### src/rtl/flight_sequencer.sv
// Game-state controller for the bird physics: frame ticks, flap button edge,
// one physics command per tick, physics reset and saturating pipe score.
module flight_sequencer #(
    parameter int                 TICK_DIV = 833333,
    parameter logic signed [9:0]  Y_MIN    = 10'sd0,
    parameter logic signed [9:0]  Y_MAX    = 10'sd470
) (
    input  logic              Clk,
    input  logic              reset,
    input  logic              Start,
    input  logic              Ack,
    input  logic              Btn,
    input  logic              Collide,
    input  logic              PipePass,
    input  logic signed [9:0] Bird_Y,
    output logic              PhysReset,
    output logic              PhysStep,
    output logic              FlapReq,
    output logic [7:0]        Score,
    output logic              q_Init,
    output logic              q_Ready,
    output logic              q_Play,
    output logic              q_Dead
);

    localparam int CW = $clog2(TICK_DIV);
    localparam logic [CW-1:0] TICK_LAST = CW'(TICK_DIV - 1);

    typedef enum logic [3:0] {
        S_INIT  = 4'b0001,
        S_READY = 4'b0010,
        S_PLAY  = 4'b0100,
        S_DEAD  = 4'b1000
    } state_e;

    state_e          state_q, state_d;
    logic            s1_q, s2_q, s3_q;
    logic            s1_d, s2_d, s3_d;
    logic            pend_q, pend_d;
    logic [CW-1:0]   tick_cnt_q, tick_cnt_d;
    logic [7:0]      score_q, score_d;

    logic btn_edge;
    logic in_play;
    logic tick;
    logic dead;

    assign btn_edge = s2_q & ~s3_q;
    assign in_play  = (state_q == S_PLAY);
    assign tick     = in_play & (tick_cnt_q == TICK_LAST);
    assign dead     = in_play & (Collide | (Bird_Y < Y_MIN) | (Bird_Y > Y_MAX));

    always_ff @(posedge Clk) begin
        if (reset) state_q <= S_INIT;
        else       state_q <= state_d;
    end

    always_comb begin
        state_d = state_q;
        unique case (state_q)
            S_INIT:  if (Start)    state_d = S_READY;
            S_READY: if (btn_edge) state_d = S_PLAY;
            S_PLAY:  if (dead)     state_d = S_DEAD;
            S_DEAD:  if (Ack)      state_d = S_INIT;
            default:               state_d = S_INIT;
        endcase
    end

    always_comb begin
        PhysReset = (state_q == S_INIT) | (state_q == S_READY);
        FlapReq   = tick & pend_q & ~dead;
        PhysStep  = tick & ~pend_q & ~dead;
        Score     = score_q;
        q_Init    = (state_q == S_INIT);
        q_Ready   = (state_q == S_READY);
        q_Play    = in_play;
        q_Dead    = (state_q == S_DEAD);
    end

    // pend and tick_cnt default to zero so any state exit clears them
    always_comb begin
        s1_d       = Btn;
        s2_d       = s1_q;
        s3_d       = s2_q;
        pend_d     = 1'b0;
        tick_cnt_d = '0;
        score_d    = score_q;
        if (state_q == S_INIT && Start) score_d = 8'd0;
        if (state_q == S_READY && btn_edge) pend_d = 1'b1;
        if (in_play && !dead) begin
            pend_d     = (pend_q & ~FlapReq) | btn_edge;
            tick_cnt_d = tick ? '0 : tick_cnt_q + 1'b1;
            if (PipePass && score_q != 8'hFF) score_d = score_q + 8'd1;
        end
    end

    always_ff @(posedge Clk) begin
        if (reset) begin
            s1_q       <= 1'b0;
            s2_q       <= 1'b0;
            s3_q       <= 1'b0;
            pend_q     <= 1'b0;
            tick_cnt_q <= '0;
            score_q    <= 8'd0;
        end else begin
            s1_q       <= s1_d;
            s2_q       <= s2_d;
            s3_q       <= s3_d;
            pend_q     <= pend_d;
            tick_cnt_q <= tick_cnt_d;
            score_q    <= score_d;
        end
    end

endmodule

### config.mk
export PLATFORM = sky130hd
export DESIGN_NAME = flight_sequencer
export DESIGN_NICKNAME = d
export VERILOG_FILES = /design/src/rtl/flight_sequencer.sv
export SDC_FILE = /design/constraint.sdc
export NUM_CORES = 1
export LEC_CHECK = 0
export BUFFER_PORTS_ARGS = -buffer_cell sky130_fd_sc_hd__buf_2
export CAP_MARGIN = 20
export CORE_ASPECT_RATIO = 0.75
export CORE_MARGIN = 5
export CORE_UTILIZATION = 50
export CTS_BUF_LIST = sky130_fd_sc_hd__clkbuf_4
export CTS_CLUSTER_SIZE = 28
export DETAILED_ROUTE_END_ITERATION = 8
export GPL_TIMING_DRIVEN = 1
export HOLD_SLACK_MARGIN = 0.08
export PLACE_DENSITY = 0.72
export SLEW_MARGIN = 20
export SYNTH_ARGS = -nofsm -noshare
export SYNTH_HDL_FRONTEND = slang
export SYNTH_SLANG_ARGS = --single-unit
export TNS_END_PERCENT = 30
### constraint.sdc
create_clock -name Clk -period 3.7 [get_ports Clk]
set_input_delay 0.185 -clock Clk [delete_from_list [all_inputs] [get_ports Clk]]
set_output_delay 0.185 -clock Clk [all_outputs]
set_load 0.02 [all_outputs]
=== Yosys cells after proc, flatten, opt, wreduce, memory -nomap -nowiden ===
Index checks and enable logic that the tools add are counted.

* Word-level logic and storage cells: 55
* Output and inout bits: 15
* Input port bits: 17
* Register bits after elaboration: 36

* Muxes and demuxes: 10
* Eq/ne operators: 10
* Bitwise operators: 17
* Reductions and logical operators: 7
* Order comparisons: 2
* Add/subtract/negate cells: 2

{| class="wikitable"
|+ Operators by type and width
! kind !! count
|-
| two-way mux 8 bit || 3
|-
| adder 20 x 1 -> 20 bit, second input constant || 1
|-
| equality test 20 bit, second input constant || 1
|-
| two-way mux 4 bit || 4
|-
| one-hot mux 4 bit (4 select lines) || 1
|-
| greater-than comparator 10 bit, second input constant || 1
|-
| < comparator 10 x 1 -> 1 bit, second input constant || 1
|-
| adder 8 x 1 -> 8 bit, second input constant || 1
|-
| AND 1 bit || 8
|-
| inequality test 8 bit, second input constant || 1
|-
| NOT 1 bit || 5
|-
| equality test 4 x 1 -> 1 bit, second input constant || 1
|-
| equality test 4 x 2 -> 1 bit, second input constant || 1
|-
| equality test 4 x 3 -> 1 bit, second input constant || 1
|-
| equality test 4 bit, second input constant || 1
|-
| logical AND 1 bit || 4
|-
| inequality test 2 x 1 -> 1 bit, second input constant || 2
|-
| inequality test 2 bit, second input constant || 2
|-
| bitwise OR 1 bit || 4
|-
| AND reduction 4 bit || 1
|-
| OR reduction 3 bit || 1
|-
| two-way mux 1 bit || 2
|-
| logical NOT 1 bit || 1
|}

=== Logic depth before layout (Yosys ltp) ===
* Depth in word-level cells: 10
* Mapped depth: 7
* Gate-level depth less buffers: 6

=== Worst setup path after synthesis ===
OpenSTA, ideal clock, no wires.

* Path kind: reg2reg
* Start: reg state_q[1]
* End: reg score_q[5] (netlist: Score[5])
* Cell stages (with the launch flop): 6
* Required time: 3567 ps
* Data arrival time: 1873 ps
* Slack: 1695 ps
* Cells stage by stage: dfxtp_1 -> clkbuf_2 -> nor4b_1 -> nand2_1 -> o211ai_1 -> a31oi_1

* Cells in the longest elaborated chain, start to end: 5
* Elaborated cells between the ends (all ways): 9
* Those cells by class: eq/ne (2); mux (3); bitwise (1); reduce/logical (3)

{| class="wikitable"
|+ RTL lines
! item !! line !! text
|-
| from (decl) || 36 || <nowiki>state_e state_q, state_d;</nowiki>
|-
| from (signal assigned) || 55 || <nowiki>else state_q <= state_d;</nowiki>
|-
| equality test 4 x 1 -> 1 bit (*) || n/a ||
|-
| named net q_Init || 20 || <nowiki>output logic q_Init,</nowiki>
|-
| logical AND 1 bit (*) || 88 || <nowiki>if (state_q == S_INIT && Start) score_d = 8'd0;</nowiki>
|-
| two-way mux 8 bit (*) || 88 ||
|-
| two-way mux 8 bit || 93 || <nowiki>if (PipePass && score_q != 8'hFF) score_d = score_q + 8'd1;</nowiki>
|-
| two-way mux 8 bit (*) || 90 || <nowiki>if (in_play && !dead) begin</nowiki>
|-
| to (signal assigned) || 111 || <nowiki>score_q <= score_d;</nowiki>
|-
| to (decl) || 41 || <nowiki>logic [7:0] score_q, score_d;</nowiki>
|}

The timed path passes the listed nets; every way through them passes the cells marked *.
A chain may end at the register's enable or synchronous reset.

=== Worst setup path in the final report ===
* Start: reg state_q[2]
* End: reg state_q[2]

* Cells in the longest elaborated chain, start to end: 4
* Elaborated cells between the ends (all ways): 11
* Those cells by class: eq/ne (8); mux (1); bitwise (1); reduce/logical (1)

{| class="wikitable"
|+ RTL lines
! item !! line !! text
|-
| equality test 4 x 3 -> 1 bit || 49, 60 ||
|-
| AND 1 bit || 51 || <nowiki>assign dead = in_play & (Collide | (Bird_Y < Y_MIN) | (Bird_Y > Y_MAX));</nowiki>
|-
| inequality test 2 x 1 -> 1 bit (no line) || n/a ||
|-
| AND reduction 4 bit (no line) || n/a ||
|}

Parallel ways exist; a longest one is shown, timed or not.

==> impl_metrics.yaml <==
status:
  status: "complete, no violations"
routing:
  wl_per_cell_microns: 13.7
  vias: 1762
  dr.pass1.iters: 4
  first_iter_violations: 108
  drc: 0
  ant_nets: 0
  routed_wl_mm: 4.25
  routed_via_density: 5.68
timing:
  setup_viol: 0
  period_share: 0.577
  fin_crit_ns: 2.13
  worst_pin_slew_ns: 0.737
  final-hold-violation-count: 0
  slew_viol_final: 0
  fin_setup_tns_ns: 0
  fin_worst_skew_ns: 0.00722
  fmax_mhz: 469
  worst_slack_ns: 1.57
  slew_headroom: 0.508
  rsz0062_at_grt: "false"
floorplan:
  dieHeight_microns: 63.8
  ios: 32
  fp.dieW_microns: 81.8
  die_area_sq_um: 5220
  coreArea_sq_um: 3680
  std_cell_rows: 19
  initial_core_util: 0.524
finish:
  drive_gt1_frac: 0.174
  nFillCells: 333
  fin_area_sq_um: 2180
  layout_common_cells: "dfxtp_1 (36), buf_2 (31), nor3_1 (23)"
  layout_commonest_cell: "dfxtp_1"
  num_antenna_cells: 0
  finalNetCount: 278
  syn2layout_area_growth_pct: 12.8
worst_setup_path:
  path_max_fanout: 22
  r2r_start: "state_q[2]$_SDFFE_PP0P_"
  slowest_stage: "nor4b_4"
  required_ns: 3.93
  cp_num_buf_inv: 0
  crit_path_start_kind: "register"
  ff2ff_setup_slack_ns: 1.57
  crit_path_end_kind: "register"
  reg2reg_depth: 4
  max_stage_delay_ns: 0.50
  cp_num_cells: 4
  path_class: "reg -> reg"
  path_cells: "nor4b_4 -> and2_1 -> nand2_1 -> a221oi_1"
  worstPathArrival_ns: 2.37
  critPathCapture: "state_q[2]$_SDFFE_PP0P_"
  worstReg2RegEnd: "state_q[2]$_SDFFE_PP0P_"
  cpLargestDelayFamily: "simple AND/OR/NAND/NOR gates"
  startpoint: "state_q[2]$_SDFFE_PP0P_"
clock_tree:
  cts_made_buffers: 5
  clk_path_buf_depth: 2
  postCtsSetupBuffers: 0
  cts.clk_slew.worst_paths_ns: 0.09
  clkLatencyLatePin_ns: 0.33
  clock-sinks: 36
  root_buffer: "clkbuf_4"
  h-tree-depth: 2
  cts_tree: "done"
pwr:
  ir_drop_mv: 0.216
  power.leakage_nw: 0.672
  p_per_area_nw_per_um2: 285
place:
  post_dp_cell_area_sq_um: 2120
  gp_congestion: 0.812
  dp_hpwl_mm: 3.16
  io_buffers: 31
  place_ws_ns: 1.59
synth:
  synth_area_sq_um: 1930
  syn_avg_cell_area_sq_um: 8.51
  ys_seq_area_frac: 0.373
  synth_nets: 247
  synth_cells: 227
  ys.flop_type: "dfxtp_1"
  ys_ff_latch: 36
  synth_edf_count: 0
  synth_async_sr_flop_share: 0
  yosys_warnings: 0
  synth_cell_types: 43
flow_run:
  cap_violations: 0
global_route:
  grt-ovfl-total: 0
  grt_max_degree: 23
  grt_pass1_vias: 1577
  grt_pass1_wl_mm: 7.33
  antenna_found_initial: 0
  grt_use_total: 0.178
hold_path:
  hp-class: "in -> reg"
## synthesized netlist by cell type (2+ instances only)
master	number	share of area
dfxtp_1	36	0.37
nor3_1	23	0.060
nand2_1	14	0.027
xnor2_1	13	0.059
nand3_1	12	0.031
nand4_1	10	0.032
o21ai_0	9	0.023
a21oi_1	8	0.021
inv_1	8	0.016
clkbuf_1	7	0.014
nand2b_1	7	0.023
nor2_1	7	0.014
nor4_1	7	0.023
or3_1	7	0.023
o211ai_1	6	0.023
and3_1	5	0.016
or4_1	5	0.019
a211oi_1	4	0.016
a31oi_1	3	0.0097
ha_1	3	0.019
or3b_2	3	0.014
or4bb_1	3	0.017
a211o_1	2	0.0091
a21o_1	2	0.0078
and2_1	2	0.0065
nor2b_1	2	0.0065
nor4b_1	2	0.0091
or2_2	2	0.0065
## flip-flops by register name, indices dropped and copies added, names as in the netlist
name	count
Score	8
pend_q	1
s3_q	1
s1_q	1
state_q	4
s2_q	1
tick_cnt_q	20
## metrics by stage
| stage | util | std cells | hold WS, ns | total power, mW |
|---|---|---|---|---|
| after global routing | 0.592 | 310 | 0.179 | 0.654 |
| after floorplan | - | 227 | 0.257 | 0.427 |
| after detailed placement | 0.576 | 302 | 0.397 | 0.444 |
| final | 0.592 | 310 | 0.190 | 0.622 |
| after CTS | 0.590 | 310 | 0.177 | 0.628 |
| after global placement | 0.576 | 302 | 0.391 | 0.444 |
## what timing repair did
item,CTS,global route
hold endpoints to repair,1,0
hold buffers,1,0
resized for setup,0,0
## kinds of logic (layout without fill, tap and decap cells)
| logic type | count (synthesis) | in the layout | synth area share |
|---|---|---|---|
| and+or+nand+nor | 116 | 116 | 0.358 |
| buffers and inverters | 16 | 47 | 0.0317 |
| adders and majority gates | 3 | 3 | 0.0194 |
| xor gates and xnor gates | 14 | 14 | 0.0635 |
| AOI/OAI and AO/OA | 42 | 42 | 0.154 |
| DFF | 36 | 36 | 0.373 |
## worst min path at each step
stage,endpoint,depth (start not counted),slack (ns),start
finish,s3_q$_SDFF_PP0_,2,0.19,reset
global route,state_q[3]$_SDFFE_PP0P_,3,0.18,Ack
CTS,s3_q$_SDFF_PP0_,2,0.18,reset
detailed placement,s1_q$_SDFF_PP0_,2,0.40,Btn
global placement,s1_q$_SDFF_PP0_,2,0.39,Btn
floorplan,s2_q$_SDFF_PP0_,1,0.26,reset
## layout make-up
type	count	area (sq um)	share of cell area
clock buffer	5	37.5	0.0172
clock inverter	2	7.51	0.00344
inverter	8	30.0	0.0138
multi-input combinational	175	1150	0.529
sequential	36	721	0.331
tap	52	65.1	0.0299
timing repair buffer	32	165	0.0758
## worst register-to-register path, cell delays in order, from the launching register on
cell and delay [ns]:
dfxtp_1 0.45, nor4b_4 0.50, and2_1 0.22, nand2_1 0.43, a221oi_1 0.44
## where the power goes
part	switching (mW)	total (mW)	internal [mW]
logic	0.0263	0.0424	0.0161
registers	0.00400	0.394	0.390
clock network	0.119	0.185	0.0662
## routing by layer
| layer | GRT usage | wire length [microns] |
|---|---|---|
| met1 | 0.260 | 2220 |
| met2 | 0.251 | 1810 |
| met3 | 0.0548 | 197 |
| met4 | 0.0498 | 29 |
| met5 | 0 | 0 |
Power figures use the tool's default switching activity.
